`src/rtl/ram_arb_pkg.sv`:
```
// Shared types and defaults for the two-client single-port RAM arbiter.
package ram_arb_pkg;
  localparam int MEM_WIDTH_DEF = 16;
  localparam int ADDR_SIZE_DEF = 10;
  localparam int RD_LAT_DEF    = 1;
  localparam int CNT_W         = 3;

  typedef enum logic [1:0] {IDLE, ISSUE, WAIT, RESP} state_t;

  typedef logic req_idx_t;
endpackage

```
`src/rtl/rr_arbiter2.sv`:
```
// Combinational 2-way round-robin pick; zero latency, no backpressure (caller samples when ready).
module rr_arbiter2
  import ram_arb_pkg::*;
(
  input  logic [1:0] req,
  input  req_idx_t   last_gnt,
  output req_idx_t   idx,
  output logic       valid
);
  always_comb begin
    idx   = 1'b0;
    valid = |req;
    if (req == 2'b11) idx = ~last_gnt;
    else if (req[1])  idx = 1'b1;
  end
endmodule

```
`src/rtl/ram_port_arbiter.sv`:
```
// Shares one single-port RAM between two requesters; write = 2 cycles, read = 3+RD_LAT cycles.
// Requests wait (req held) while busy; parity check built only with RAM_ARB_PARITY_CHK_EN.
module ram_port_arbiter
  import ram_arb_pkg::*;
#(
  parameter int MEM_WIDTH = MEM_WIDTH_DEF,
  parameter int ADDR_SIZE = ADDR_SIZE_DEF,
  parameter int RD_LAT    = RD_LAT_DEF
)(
  input  logic                   clk,
  input  logic                   rst,
  input  logic [1:0]             req,
  input  logic [1:0]             req_we,
  input  logic [2*ADDR_SIZE-1:0] req_addr,
  input  logic [2*MEM_WIDTH-1:0] req_wdata,
  output logic [1:0]             gnt,
  output logic [1:0]             rvalid,
  output logic [MEM_WIDTH-1:0]   rdata,
  output logic                   busy,
  output logic                   par_err,
  output logic [MEM_WIDTH-1:0]   ram_din,
  output logic [ADDR_SIZE-1:0]   ram_addr,
  output logic                   ram_wr_en,
  output logic                   ram_rd_en,
  output logic                   ram_blk_select,
  output logic                   ram_addr_en,
  output logic                   ram_dout_en,
  input  logic [MEM_WIDTH-1:0]   ram_dout,
  input  logic                   ram_parity
);
  state_t               r_state;
  logic [CNT_W-1:0]     r_cnt;
  req_idx_t             r_w;
  req_idx_t             r_last_gnt;
  logic                 r_we;
  logic [1:0]           r_gnt;
  logic [1:0]           r_rvalid;
  logic [MEM_WIDTH-1:0] r_rdata;
  logic                 r_busy;
  logic [MEM_WIDTH-1:0] r_ram_din;
  logic [ADDR_SIZE-1:0] r_ram_addr;
  logic                 r_ram_wr_en;
  logic                 r_ram_rd_en;
  logic                 r_ram_blk_select;
  logic                 r_ram_dout_en;

  req_idx_t             w_idx;
  logic                 w_valid;
  logic                 w_sel_we;
  logic [ADDR_SIZE-1:0] w_sel_addr;
  logic [MEM_WIDTH-1:0] w_sel_wdata;
  logic                 w_last_wait;

  rr_arbiter2 u_arb (
    .req      (req),
    .last_gnt (r_last_gnt),
    .idx      (w_idx),
    .valid    (w_valid)
  );

  assign w_sel_we    = w_idx ? req_we[1] : req_we[0];
  assign w_sel_addr  = w_idx ? req_addr[2*ADDR_SIZE-1:ADDR_SIZE] : req_addr[ADDR_SIZE-1:0];
  assign w_sel_wdata = w_idx ? req_wdata[2*MEM_WIDTH-1:MEM_WIDTH] : req_wdata[MEM_WIDTH-1:0];
  assign w_last_wait = (r_state == WAIT) && (r_cnt == '0);

  always_ff @(posedge clk) begin
    if (rst) begin
      r_state          <= IDLE;
      r_cnt            <= '0;
      r_w              <= 1'b0;
      r_last_gnt       <= 1'b1;
      r_we             <= 1'b0;
      r_gnt            <= '0;
      r_rvalid         <= '0;
      r_rdata          <= '0;
      r_busy           <= 1'b0;
      r_ram_din        <= '0;
      r_ram_addr       <= '0;
      r_ram_wr_en      <= 1'b0;
      r_ram_rd_en      <= 1'b0;
      r_ram_blk_select <= 1'b0;
      r_ram_dout_en    <= 1'b0;
    end else begin
      r_gnt       <= '0;
      r_rvalid    <= '0;
      r_ram_wr_en <= 1'b0;
      r_ram_rd_en <= 1'b0;
      unique case (r_state)
        IDLE: begin
          if (w_valid) begin
            r_state          <= ISSUE;
            r_w              <= w_idx;
            r_last_gnt       <= w_idx;
            r_we             <= w_sel_we;
            r_ram_addr       <= w_sel_addr;
            r_ram_din        <= w_sel_wdata;
            r_gnt            <= w_idx ? 2'b10 : 2'b01;
            r_ram_blk_select <= 1'b1;
            r_ram_wr_en      <= w_sel_we;
            r_ram_rd_en      <= ~w_sel_we;
            r_ram_dout_en    <= ~w_sel_we;
            r_busy           <= 1'b1;
          end
        end
        ISSUE: begin
          if (r_we) begin
            r_state          <= IDLE;
            r_busy           <= 1'b0;
            r_ram_blk_select <= 1'b0;
          end else begin
            r_state <= WAIT;
            r_cnt   <= CNT_W'(RD_LAT - 1);
          end
        end
        WAIT: begin
          if (r_cnt == '0) begin
            // RAM output register now holds the word; freeze it by dropping dout_en.
            r_state          <= RESP;
            r_rdata          <= ram_dout;
            r_rvalid         <= r_w ? 2'b10 : 2'b01;
            r_ram_blk_select <= 1'b0;
            r_ram_dout_en    <= 1'b0;
          end else begin
            r_cnt <= r_cnt - 1'b1;
          end
        end
        RESP: begin
          r_state <= IDLE;
          r_busy  <= 1'b0;
        end
        default: r_state <= IDLE;
      endcase
    end
  end

`ifdef RAM_ARB_PARITY_CHK_EN
  logic r_par_err;
  always_ff @(posedge clk) begin
    if (rst) r_par_err <= 1'b0;
    else     r_par_err <= w_last_wait && ((^ram_dout) != ram_parity);
  end
  assign par_err = r_par_err;
`else
  logic w_unused_par;
  assign w_unused_par = ram_parity ^ w_last_wait;
  assign par_err      = 1'b0;
`endif

  assign gnt            = r_gnt;
  assign rvalid         = r_rvalid;
  assign rdata          = r_rdata;
  assign busy           = r_busy;
  assign ram_din        = r_ram_din;
  assign ram_addr       = r_ram_addr;
  assign ram_wr_en      = r_ram_wr_en;
  assign ram_rd_en      = r_ram_rd_en;
  assign ram_blk_select = r_ram_blk_select;
  assign ram_addr_en    = 1'b0;
  assign ram_dout_en    = r_ram_dout_en;
endmodule

```
`config.mk`:
```
export PLATFORM = sky130hd
export DESIGN_NAME = ram_port_arbiter
export DESIGN_NICKNAME = d
export VERILOG_FILES = /design/src/rtl/ram_arb_pkg.sv /design/src/rtl/rr_arbiter2.sv /design/src/rtl/ram_port_arbiter.sv
export SDC_FILE = /design/constraint.sdc
export NUM_CORES = 1
export LEC_CHECK = 0
export CAP_MARGIN = 20
export CORE_MARGIN = 3
export CORE_UTILIZATION = 36
export CTS_BUF_LIST = sky130_fd_sc_hd__clkbuf_8
export DETAILED_ROUTE_END_ITERATION = 10
export PLACE_DENSITY = 0.78
export REMOVE_ABC_BUFFERS = 1
export SYNTH_ARGS = -nofsm -noshare
export SYNTH_HDL_FRONTEND = slang
export SYNTH_HIERARCHICAL = 1
export SYNTH_SLANG_ARGS = --single-unit
```
`constraint.sdc`:
```
create_clock -name clk -period 1.55 [get_ports clk]
set_input_delay 0.155 -clock clk [delete_from_list [all_inputs] [get_ports clk]]
set_output_delay 0.155 -clock clk [all_outputs]
set_load 0.05 [all_outputs]
```
==> impl_metrics.csv <==
group,metric,value,unit
yosys,synth_cell_types,38,
yosys,ys_ff_latch,59,
timing,timing.fmax,627.8,MHz
timing,min_period,1.593,ns
yosys,synth_adder_area_share,4.213,%
run_status,status,"complete, but fails checks",
floorplan,fp.dieW,87.24,microns
clocking,h-tree-depth,3,
yosys,synth_edf_count,0,
global_routing,grtUsageTotal,16.48,%
global_routing,grt_pass1_vias,2204,
detailed_routing,drc,0,
layout,antennaDiodeCount,0,
yosys,synth_xor_area_share,0,%
critical_path,crit_type,"reg -> reg",
pwr,clkPwrFrac,26.8,%
run,drv_cap,0,
layout,fillers,542,
yosys,avgSynthCellArea,8.866,sq um
detailed_routing,avgRoutedWirePerCell,13.53,microns
layout,final_common_cell,"nand2_1",
global_routing,grt_pass1_wl,9646,microns
timing,hold_slack,0.3857,ns
critical_path,r2r-end,"ram_blk_select$_SDFFE_PP0P_",
timing,hold_violations,0,
yosys,synth_compound_gate_area_share,17.64,%
layout,layout_common_cells,"87 x nand2_1, 73 x clkdlybuf4s50_1, 73 x buf_4",
clocking,numCtsBuffers,9,
detailed_routing,drt_iter0_drc,82,
worst_hold_path,hold_path.class,"in -> reg",
clocking,ctsHoldBuffers,0,
timing,setup_viol_count_final,1,
yosys,synth_top_flop_cell,"dfxtp_1",
layout,drive_above_1_share,24.82,%
pwr,power.density,1060,mW/mm^2
placement,dp_hpwl,4936,microns
pwr,p_leak,1.735,nW
timing,final_max_slew_viol_count,0,
layout,area_growth,61.82,%
critical_path,r2r_slack,-0.04,ns
global_routing,grt_max_degree,29,
pwr,p_comb_share,30.8,%
critical_path,crit_arrival,1.80,ns
placement,port-buffer-count,124,
global_routing,overflow,0,
detailed_routing,first_pass_iters,4,
yosys,synth_top_family_by_area,"simple AND/OR/NAND/NOR gates",
worst_hold_path,hold_path_depth,3,
clocking,clock_latency,0.32,ns
floorplan,io_pins,128,
floorplan,die-area,0.007611,sq mm
detailed_routing,via_per_inst,4.782,
yosys,ys_top_cells_by_area,"dfxtp_1 50%, nand2_1 14%, a22oi_1 8.2%, ha_1 4.2%, a21oi_1 4.0%",
floorplan,std_cell_rows,28,
detailed_routing,drt-total-wl,6576,microns
yosys,synth.area.mux_share,0.8952,%
yosys,synth_area,0.002376,sq mm
yosys,syn_inst,268,
critical_path,rr_startpoint,"r_cnt[1]$_SDFFE_PP0P_",
worst_hold_path,hp-start,"ram_dout[14]",
floorplan,fp.dieH,87.24,microns
pwr,p_int,2.709,mW
detailed_routing,via_count,2324,
pwr,peakVddDrop,0.5559,mV
layout,nets,491,
yosys,synthArstFlopShare,0,%
critical_path,crit_fanout,5,
global_routing,antenna_found_initial,0,
floorplan,core,0.006166,sq mm
critical_path,ff2ff_path_depth,6,
critical_path,start_kind,"flop",
timing,layout_setup_ws,-0.04293,ns
clocking,cts_buffer_depth,2,
yosys,synth_top_area_share,49.71,%
critical_path,cp_data_required_time,1.76,ns
critical_path,worst_setup_path_end_kind,"flop",
clocking,cts_tree,"done",
clocking,clk_pin_slew,0.07,ns
pwr,p_switching,1.365,mW
worst_hold_path,min_to,"rdata[14]$_SDFFE_PP0P_",
yosys,synth_largest_area_cell,"dfxtp_1",
yosys,yosys.area_share.simple,20.27,%
timing,rsz0062_at_grt,"true",
clocking,cts_root_buffer,"clkbuf_8",
yosys,yosysSeqAreaShare,49.71,%
timing,setup_tns,-0.04293,ns
clocking,clock-sinks,59,
detailed_routing,ant_nets,0,
floorplan,initial_core_util,38.53,%
run_status,violations,"setup timing",
placement,gp_congestion,0.7604,
yosys,ys_warn_count,6,
pwr,seqPwrFrac,42.4,%
timing,skew,0.008739,ns
pwr,swShare,33.50,%
timing,finalCritPeriodShare,102.8,%
-- critical path, stage by stage (launching register included) --
cell and delay (ns):
dfxtp_1 0.31, inv_2 0.07, ha_4 0.14, ha_4 0.13
and2b_2 0.26, nor4_4 0.26, mux2_4 0.33
-- per-stage QoR --
stage / utilization (%) / power, mW / cell area, sq um / setup WS (ns) / instances
floorplan: - / 2.437 / 2241 / -0.1983 / 249
global placement: 59.13 / 2.983 / 3646 / -0.1175 / 471
detailed placement: 59.13 / 3.002 / 3646 / -0.1782 / 471
CTS: 61.73 / 4.111 / 3806 / -0.06312 / 485
global route: 62.36 / 4.269 / 3845 / -0.08551 / 486
finish: 62.36 / 4.074 / 3845 / -0.04293 / 486
-- power groups by stage --
stage	combinational, mW	clock (mW)	sequential, mW
final	1.26	1.09	1.73
after global placement	1.23	0	1.75
after CTS	1.26	1.13	1.73
after detailed placement	1.25	0	1.76
after global routing	1.33	1.20	1.74
after floorplan	0.268	0	2.17
-- flip-flops by register name (all words and copies together), names as in the netlist, named ones only --
register / flops
rdata: 16
r_cnt: 3
r_last_gnt: 1
ram_wr_en: 1
ram_addr: 10
ram_din: 16
r_state: 1
ram_blk_select: 1
r_we: 1
r_w: 1
ram_dout_en: 1
gnt: 2
rvalid: 2
ram_rd_en: 1
busy: 1
-- layer usage --
metal | GRT usage (%) | share of wire [%]
met1 | 16.74 | 40
met2 | 29.04 | 49
met3 | 6.812 | 10
met4 | 7.810 | 1.1
met5 | 0 | 0
-- Yosys cell counts (2+ instances only) --
library cell  instances
a21oi_1              19
a22oi_1              26
buf_1                 2
buf_2                 6
buf_4                 3
buf_6                 6
clkbuf_1              3
dfxtp_1              59
ha_1                  8
inv_1                 8
nand2_1              87
nor2_1                2
nor2b_1               3
nor3_1                2
nor3b_1               4
o211ai_1              3
o21ai_0               2
o311ai_0              2
o31ai_1               4
-- logic make-up after synthesis --
logic type / after synthesis
AO/OA/AOI/OAI: 62
adder cells (fa/ha/maj): 8
buffers and inverters: 28
flip-flops: 59
multiplexers: 2
other: 1
AND/OR/NAND/NOR: 108
-- what timing repair did --
action                                  in CTS  in global routing
endpoints found under the setup margin      19                 15
resized for setup                            4                 12
setup buffers                                0                  1
pin swaps                                    1                  2
-- layout make-up --
| type | instances | area (sq um) | share of cell area [%] |
|---|---|---|---|
| clock buffer | 9 | 123.9 | 3.222 |
| clock inverter | 5 | 23.77 | 0.6183 |
| inverter | 8 | 30.03 | 0.7810 |
| multi-input combinational | 182 | 1070 | 27.82 |
| sequential | 59 | 1185 | 30.82 |
| tap | 75 | 93.84 | 2.441 |
| timing repair buffer | 148 | 1319 | 34.30 |
-- how the worst max path moves through the flow --
| stage | from | cells past startpoint | end | slack (ns) |
|---|---|---|---|---|
| 2_1_floorplan | r_state[0]$_SDFFE_PP0P_ | 5 | ram_addr[0]$_SDFFE_PP0P_ | -0.20 |
| 3_3_place_gp | req[1] | 6 | ram_din[6]$_SDFFE_PP0P_ | -0.12 |
| 3_5_place_dp | req[1] | 6 | ram_blk_select$_SDFFE_PP0P_ | -0.18 |
| 4_1_cts | r_cnt[0]$_SDFFE_PP0P_ | 6 | ram_blk_select$_SDFFE_PP0P_ | -0.06 |
| 5_1_grt | r_cnt[1]$_SDFFE_PP0P_ | 6 | ram_blk_select$_SDFFE_PP0P_ | -0.09 |
| 6_report | r_cnt[1]$_SDFFE_PP0P_ | 6 | ram_blk_select$_SDFFE_PP0P_ | -0.04 |
No activity file was read; power rests on OpenSTA's default activity.
